File: src/rtl/uart_echo_pkg.sv
// Shared types and character constants for the UART echo/transform engine.
// Latency: n/a (types and constants only).
// Backpressure: n/a.
package uart_echo_pkg;

  // Run-time transform selector, encoded to match the 2-bit mode input.
  typedef enum logic [1:0] {
    PASS  = 2'b00,
    ADD   = 2'b01,
    REV   = 2'b10,
    UPPER = 2'b11
  } mode_t;

  typedef enum logic [1:0] {
    IDLE  = 2'b00,
    WRITE = 2'b01,
    FILL  = 2'b10,
    DRAIN = 2'b11
  } state_t;

  localparam logic [7:0] ASCII_LO_A = 8'h61;
  localparam logic [7:0] ASCII_LO_Z = 8'h7A;
  localparam logic [7:0] CASE_OFF   = 8'h20;

endpackage

File: src/rtl/uart_echo_engine_stack.sv
// Line-reversal LIFO: DEPTH words of W bits, synchronous write, combinational top.
// Latency: push/pop take effect at the next clock; o_top reflects the new top right after.
// Backpressure: pushes while full and pops while empty are ignored; push wins over pop.
//
// Ports:
//   clk, reset       clock, asynchronous active-high reset (pointer only)
//   i_push, i_din    push i_din onto the stack
//   i_pop            discard the top word
//   i_clear          synchronous pointer clear
//   o_top            word at ptr-1 (don't-care when empty)
//   o_ptr            occupancy, 0..DEPTH
//   o_full, o_empty  occupancy flags
module echo_line_stack #(
  parameter int DEPTH = 16,
  parameter int W     = 8,
  localparam int PW   = $clog2(DEPTH) + 1
) (
  input  logic          clk,
  input  logic          reset,
  input  logic          i_push,
  input  logic          i_pop,
  input  logic          i_clear,
  input  logic [W-1:0]  i_din,
  output logic [W-1:0]  o_top,
  output logic [PW-1:0] o_ptr,
  output logic          o_full,
  output logic          o_empty
);

  localparam int AW = $clog2(DEPTH);

  logic [W-1:0]  r_mem [DEPTH];
  logic [PW-1:0] r_ptr;
  logic [AW-1:0] w_top_idx;
  logic          w_do_push;
  logic          w_do_pop;

  assign o_full    = (r_ptr == PW'(DEPTH));
  assign o_empty   = (r_ptr == '0);
  assign w_do_push = i_push && !o_full;
  assign w_do_pop  = i_pop && !o_empty && !i_push;
  // DEPTH is a power of two, so the low pointer bits minus one wrap to DEPTH-1 when full.
  assign w_top_idx = r_ptr[AW-1:0] - AW'(1);
  assign o_top     = r_mem[w_top_idx];
  assign o_ptr     = r_ptr;

  always_ff @(posedge clk or posedge reset) begin
    if (reset) begin
      r_ptr <= '0;
    end else if (i_clear) begin
      r_ptr <= '0;
    end else if (w_do_push) begin
      r_ptr <= r_ptr + PW'(1);
    end else if (w_do_pop) begin
      r_ptr <= r_ptr - PW'(1);
    end
  end

  // Storage needs no reset: only words below the pointer are ever read.
  always_ff @(posedge clk) begin
    if (w_do_push && !i_clear) begin
      r_mem[r_ptr[AW-1:0]] <= i_din;
    end
  end

endmodule

File: src/rtl/uart_echo_engine.sv
// Echo/transform engine between UART rx/tx FIFOs: PASS, ADD, UPPER or line reversal (REV).
// Latency: pop-to-push 1 cycle (one word per 2 cycles); REV drains one word per cycle.
// Backpressure: tx_full stalls the registered w_data/wr_uart; rx pops only in IDLE/FILL.
//
// Ports:
//   clk, reset                      clock, asynchronous active-high reset
//   en, step, mode                  pop enable, single-step pulse (AUTO=0), transform select
//   rx_empty, r_data, rd_uart       show-ahead rx FIFO side; rd_uart pops the head
//   tx_full, w_data, wr_uart        tx FIFO side; wr_uart pushes w_data
//   busy, line_trunc                not-IDLE flag, sticky line-overflow flag
//   rx_cnt, tx_cnt                  wrapping pop/push counters
module uart_echo_engine
  import uart_echo_pkg::*;
#(
  parameter int          DATA_W     = 8,
  parameter int          LINE_DEPTH = 16,
  parameter int unsigned TERM       = 8'h0D,
  parameter int unsigned ADD_VAL    = 1,
  parameter int          AUTO       = 1,
  parameter int          CNT_W      = 16
) (
  input  logic              clk,
  input  logic              reset,
  input  logic              en,
  input  logic              step,
  input  logic [1:0]        mode,
  input  logic              rx_empty,
  input  logic [DATA_W-1:0] r_data,
  output logic              rd_uart,
  input  logic              tx_full,
  output logic [DATA_W-1:0] w_data,
  output logic              wr_uart,
  output logic              busy,
  output logic              line_trunc,
  output logic [CNT_W-1:0]  rx_cnt,
  output logic [CNT_W-1:0]  tx_cnt
);

  localparam int                PW     = $clog2(LINE_DEPTH) + 1;
  localparam logic [DATA_W-1:0] TERM_W = DATA_W'(TERM);
  localparam logic [DATA_W-1:0] ADD_W  = DATA_W'(ADD_VAL);
  localparam logic [DATA_W-1:0] LO_A   = DATA_W'(ASCII_LO_A);
  localparam logic [DATA_W-1:0] LO_Z   = DATA_W'(ASCII_LO_Z);
  localparam logic [DATA_W-1:0] OFF    = DATA_W'(CASE_OFF);

  state_t              r_state;
  logic [DATA_W-1:0]   r_wdata;
  logic                r_wvld;
  logic                r_term_seen;
  logic                r_trunc;
  logic [CNT_W-1:0]    r_rx_cnt;
  logic [CNT_W-1:0]    r_tx_cnt;

  mode_t               w_mode;
  logic                w_take_ok;
  logic                w_take;
  logic                w_push;
  logic                w_slot;
  logic                w_stk_push;
  logic                w_stk_pop;
  logic                w_stk_clear;
  logic [DATA_W-1:0]   w_stk_top;
  logic [PW-1:0]       w_stk_ptr;
  logic                w_stk_full;
  logic                w_stk_empty;

  function automatic logic [DATA_W-1:0] xform(input mode_t m, input logic [DATA_W-1:0] d);
    case (m)
      ADD:     return d + ADD_W;
      UPPER:   return (d >= LO_A && d <= LO_Z) ? d - OFF : d;
      default: return d;
    endcase
  endfunction

  assign w_mode = mode_t'(mode);

  // Pops happen only where a word can be consumed: IDLE in a non-REV mode, or FILL with room.
  assign w_take_ok = ((r_state == IDLE) && (w_mode != REV)) ||
                     ((r_state == FILL) && !w_stk_full);
  // reset gates the pop strobe so the rx FIFO is never popped while the engine is held.
  assign w_take    = !reset && en && !rx_empty && ((AUTO != 0) || step) && w_take_ok;

  // The output register is a one-word skid: it may reload in the same cycle it is pushed,
  // which lets DRAIN emit one word per cycle while w_data stays registered.
  assign w_push = r_wvld && !tx_full;
  assign w_slot = !r_wvld || w_push;

  assign w_stk_push  = (r_state == FILL) && w_take && (r_data != TERM_W);
  assign w_stk_pop   = (r_state == DRAIN) && w_slot && !w_stk_empty;
  assign w_stk_clear = (r_state == IDLE) && (w_mode == REV);

  echo_line_stack #(
    .DEPTH (LINE_DEPTH),
    .W     (DATA_W)
  ) u_stack (
    .clk     (clk),
    .reset   (reset),
    .i_push  (w_stk_push),
    .i_pop   (w_stk_pop),
    .i_clear (w_stk_clear),
    .i_din   (r_data),
    .o_top   (w_stk_top),
    .o_ptr   (w_stk_ptr),
    .o_full  (w_stk_full),
    .o_empty (w_stk_empty)
  );

  always_ff @(posedge clk or posedge reset) begin
    if (reset) begin
      r_state     <= IDLE;
      r_wdata     <= '0;
      r_wvld      <= 1'b0;
      r_term_seen <= 1'b0;
      r_trunc     <= 1'b0;
    end else begin
      case (r_state)
        IDLE: begin
          if (w_mode == REV) begin
            r_state <= FILL;
          end else if (w_take) begin
            r_wdata <= xform(w_mode, r_data);
            r_wvld  <= 1'b1;
            r_state <= WRITE;
          end
        end
        WRITE: begin
          if (w_push) begin
            r_wvld  <= 1'b0;
            r_state <= IDLE;
          end
        end
        FILL: begin
          if (w_take) begin
            if (r_data == TERM_W) begin
              r_term_seen <= 1'b1;
              r_state     <= DRAIN;
            end else if (w_stk_ptr == PW'(LINE_DEPTH - 1)) begin
              // This push fills the buffer: flush it without a terminator.
              r_term_seen <= 1'b0;
              r_trunc     <= 1'b1;
              r_state     <= DRAIN;
            end
          end
        end
        DRAIN: begin
          if (w_slot) begin
            if (!w_stk_empty) begin
              r_wdata <= w_stk_top;
              r_wvld  <= 1'b1;
            end else if (r_term_seen) begin
              r_wdata     <= TERM_W;
              r_wvld      <= 1'b1;
              r_term_seen <= 1'b0;
            end else begin
              r_wvld  <= 1'b0;
              r_state <= IDLE;
            end
          end
        end
        default: r_state <= IDLE;
      endcase
    end
  end

  always_ff @(posedge clk or posedge reset) begin
    if (reset) begin
      r_rx_cnt <= '0;
      r_tx_cnt <= '0;
    end else begin
      if (w_take) r_rx_cnt <= r_rx_cnt + CNT_W'(1);
      if (w_push) r_tx_cnt <= r_tx_cnt + CNT_W'(1);
    end
  end

  assign rd_uart    = w_take;
  assign wr_uart    = w_push;
  assign w_data     = r_wdata;
  assign busy       = (r_state != IDLE);
  assign line_trunc = r_trunc;
  assign rx_cnt     = r_rx_cnt;
  assign tx_cnt     = r_tx_cnt;

endmodule

File: config.mk
export PLATFORM = sky130hd
export DESIGN_NAME = uart_echo_engine
export DESIGN_NICKNAME = d
export VERILOG_FILES = /design/src/rtl/uart_echo_pkg.sv /design/src/rtl/uart_echo_engine_stack.sv /design/src/rtl/uart_echo_engine.sv
export SDC_FILE = /design/constraint.sdc
export NUM_CORES = 1
export LEC_CHECK = 0
export CAP_MARGIN = 25
export CORE_AREA = 2 2 123 125
export CTS_BUF_LIST = sky130_fd_sc_hd__clkbuf_4 sky130_fd_sc_hd__clkbuf_8
export CTS_CLUSTER_SIZE = 28
export DETAILED_ROUTE_END_ITERATION = 8
export DIE_AREA = 0 0 125 127
export GPL_TIMING_DRIVEN = 0
export PLACE_DENSITY = 0.8
export SLEW_MARGIN = 20
export SYNTH_ARGS = -nofsm -noshare
export SYNTH_HDL_FRONTEND = slang
export SYNTH_SLANG_ARGS = --single-unit
File: constraint.sdc
create_clock -name clk -period 3.61 [get_ports clk]
set_input_delay 1.083 -clock clk [delete_from_list [all_inputs] [get_ports clk]]
set_output_delay 1.083 -clock clk [all_outputs]
set_load 0.005 [all_outputs]
==> results_dict.tcl <==
set metrics [dict create \
    power_frac_comb 0.393 \
    clk-insertion-delay-late_ns 0.46 \
    ys_seq_elements 178 \
    clkPwrFrac 0.222 \
    ant_nets 0 \
    numCtsBuffers 17 \
    yosys.area.top_type_share 0.491 \
    netlist_top_cells_count "128 x edfxtp_1, 50 x dfrtp_1, 45 x nand2_1, 36 x mux4_2, 32 x nor2_1" \
    clkTransAtPathRegs_ns 0.09 \
    dp_hpwl_microns 10700 \
    cts_buffer_depth 2 \
    die_area_sq_um 15900 \
    dr.pass1.iters 5 \
    cp_cell_sequence "clkdlybuf4s50_1, or3b_4, a2111oi_4, buf_4, buf_6" \
    min_period_ns 3.61 \
    ys_seq_area_frac 0.651 \
    yosysTopAreaCell "edfxtp_1" \
    crit_required_ns 2.53 \
    setup_violations 0 \
    synth-edff-count 128 \
    vias 4470 \
    swShare 0.338 \
    ir_drop_mv 0.400 \
    slowest_stage "clkdlybuf4s50_1" \
    yosysWarnings 0 \
    critPathArrivalTime_ns 2.52 \
    grt_pass1_wl_microns 24800 \
    first_global_vias 4613 \
    gp_congestion 0.780 \
    wl_per_cell_microns 19.6 \
    ys_types 56 \
    syn_inst 505 \
    worst_setup_path_end_kind "primary output" \
    syn_area_per_cell_sq_um 15.5 \
    die_h_microns 127 \
    row_count 44 \
    design_area_sq_um 9160 \
    grt_max_degree 30 \
    htreeDepth 4 \
    setup_tns_ns 0 \
    synthArstFlopShare 0.281 \
    clkSinkCount 178 \
    layout-drive-gt1-share 0.201 \
    power_leakage_uw 0.00335 \
    cts_tree "built" \
    critPathMaxFanout 3 \
    cpPeakStageDelay_ns 0.44 \
    status "completed" \
    syn-num-nets 538 \
    p_switching_uw 2220 \
    synth_top_flop_cell "edfxtp_1" \
    fp.dieW_microns 125 \
    p_int_uw 4350 \
    ys_top_cells_by_area "edfxtp_1 49%, dfrtp_1 16%, mux4_2 10%, xnor2_1 3.1%, ha_1 2.6%" \
    io_buffers 58 \
    antenna_found_initial 0 \
    syn2layout_area_growth_pct 17.0 \
    finalHoldViolCount 0 \
    wl_microns 15400 \
    drv_slew 0 \
    cp-start-kind "input port" \
    n_antenna_cell 0 \
    max-slew-margin-rel 0.477 \
    floorplan.initialDensity 0.543 \
    num-nets-final 623 \
    rsz0062_at_grt "true" \
    power.density_nw_per_um2 717 \
    drv_cap 0 \
    critPathKind "in -> out" \
    ios 60 \
    synth_area_sq_um 7830 \
    placed_area_sq_um 8700 \
    viasPerCell 5.68 \
    seq_power_share 0.385 \
    cts-root-buf "clkbuf_8" \
    skew_ns 0.0101 \
    fin_crit_sh 0.999 \
    tightest_slew_ns 0.782 \
    grt-ovfl-total 0 \
    fp.coreArea_sq_um 14400 \
    dr.first_iter.drc_count 260 \
    yosysMostFrequentCell "edfxtp_1" \
    max_freq_ghz 0.277 \
    drcViolationCount 0 \
    track_usage 0.206 \
    hold_class "reg -> reg" \
]
==> routing by layer <==
layer  up-vias  track usage  wire length [microns]
li1       2069            -                      -
met1      2224        0.264                   6320
met2       145        0.357                   7940
met3        32       0.0465                    789
met4         0       0.0614                    365
met5         -            0                      0
==> power by group through the flow <==
| stage | clock network, uW | registers, uW | logic, uW |
|---|---|---|---|
| detailed placement | 0 | 2560 | 2560 |
| global route | 1560 | 2550 | 2800 |
| floorplan | 0 | 2540 | 1760 |
| CTS | 1490 | 2520 | 2590 |
| global placement | 0 | 2550 | 2510 |
| finish | 1460 | 2530 | 2580 |
==> critical path, delay by kind of cell <==
kind | cells | cell delay, ns
buf+inv | 3 | 0.72
simple gates | 1 | 0.40
compound gates | 1 | 0.32
==> cell families (layout without fill, tap and decap cells) <==
kind of cell             count (synthesis)  count (layout)  synth area share
flip-flops                             178             178             0.651
AND/OR/NAND/NOR                        146             146            0.0975
multiplexers                            47              47             0.118
AO/OA/AOI/OAI                           43              43            0.0360
XOR/XNOR                                42              42            0.0480
buffers and inverters                   32             130            0.0214
adder cells (fa/ha/maj)                 17              17            0.0281
==> sequential cells by signal, indices dropped and copies added (netlist names) <==
name / cells
r_term_seen: 1
u_stack.o_ptr: 5
r_wvld: 1
r_state: 2
rx_cnt: 16
u_stack.r_mem: 128
line_trunc: 1
tx_cnt: 16
w_data: 8
==> final timing paths <==
check	slack [ns]	end	cells after the start	startpoint
setup / recovery	0.003	rd_uart	5	en
hold / removal	0.47	line_trunc	1	line_trunc
setup reg to reg	0.20	u_stack.o_ptr[4]	14	u_stack.o_ptr[0]
hold reg to reg	0.47	line_trunc	1	line_trunc
max in group asynchronous	2.22	w_data[3]	3	reset
min in group asynchronous	0.85	rx_cnt[1]	2	reset
==> metrics by stage <==
step / instances / hold WS [ns] / worst slack (ns) / total power (uW) / utilization
after detailed placement: 752 / 0.458 / -1.11 / 5120 / 0.603
after global routing: 787 / 0.501 / -0.0866 / 6910 / 0.635
after CTS: 785 / 0.479 / 0.00500 / 6600 / 0.634
final: 787 / 0.470 / 0.00310 / 6560 / 0.635
after global placement: 747 / 0.448 / -0.995 / 5060 / 0.599
after floorplan: 505 / 0.451 / 0.0717 / 4300 / -
==> cell type report <==
cell class              instances  area, sq um
well taps                     184          230
plain buffers                  15          104
flip-flops and latches        178         5100
repair buffers                 68          634
clock inverters                15          196
clock buffers                  17          234
multi-input cells             295         2600
inverters                      15         60.1
fillers                      1012         5270
==> placed cells by master (no fill, tap or decap), types with 6 or more instances in the layout <==
cell             synthesis  layout
dfrtp_1                 50      49
nor3_1                   8       8
nand3_1                 12      12
mux2i_1                  8       8
edfxtp_1               128     128
nor2b_1                  8       8
nand2_1                 45      45
nor2_1                  32      32
xor2_1                  13      13
inv_1                   15      13
ha_1                    16      15
nand4_1                  7       7
clkdlybuf4s50_1          0      47
mux4_2                  36      36
o21ai_0                  6       6
xnor2_1                 28      28
clkbuf_8                 0      17
a21oi_1                 14      13
buf_4                    2      10
buf_2                    7      13
==> repair_timing <==
item	4_1_cts	5_1_grt
gates resized for setup	36	17
hold buffers	0	0
endpoints found under the setup margin	139	3
pin swaps	2	2
buffers inserted	2	3
(Power assumes the default switching activity.)
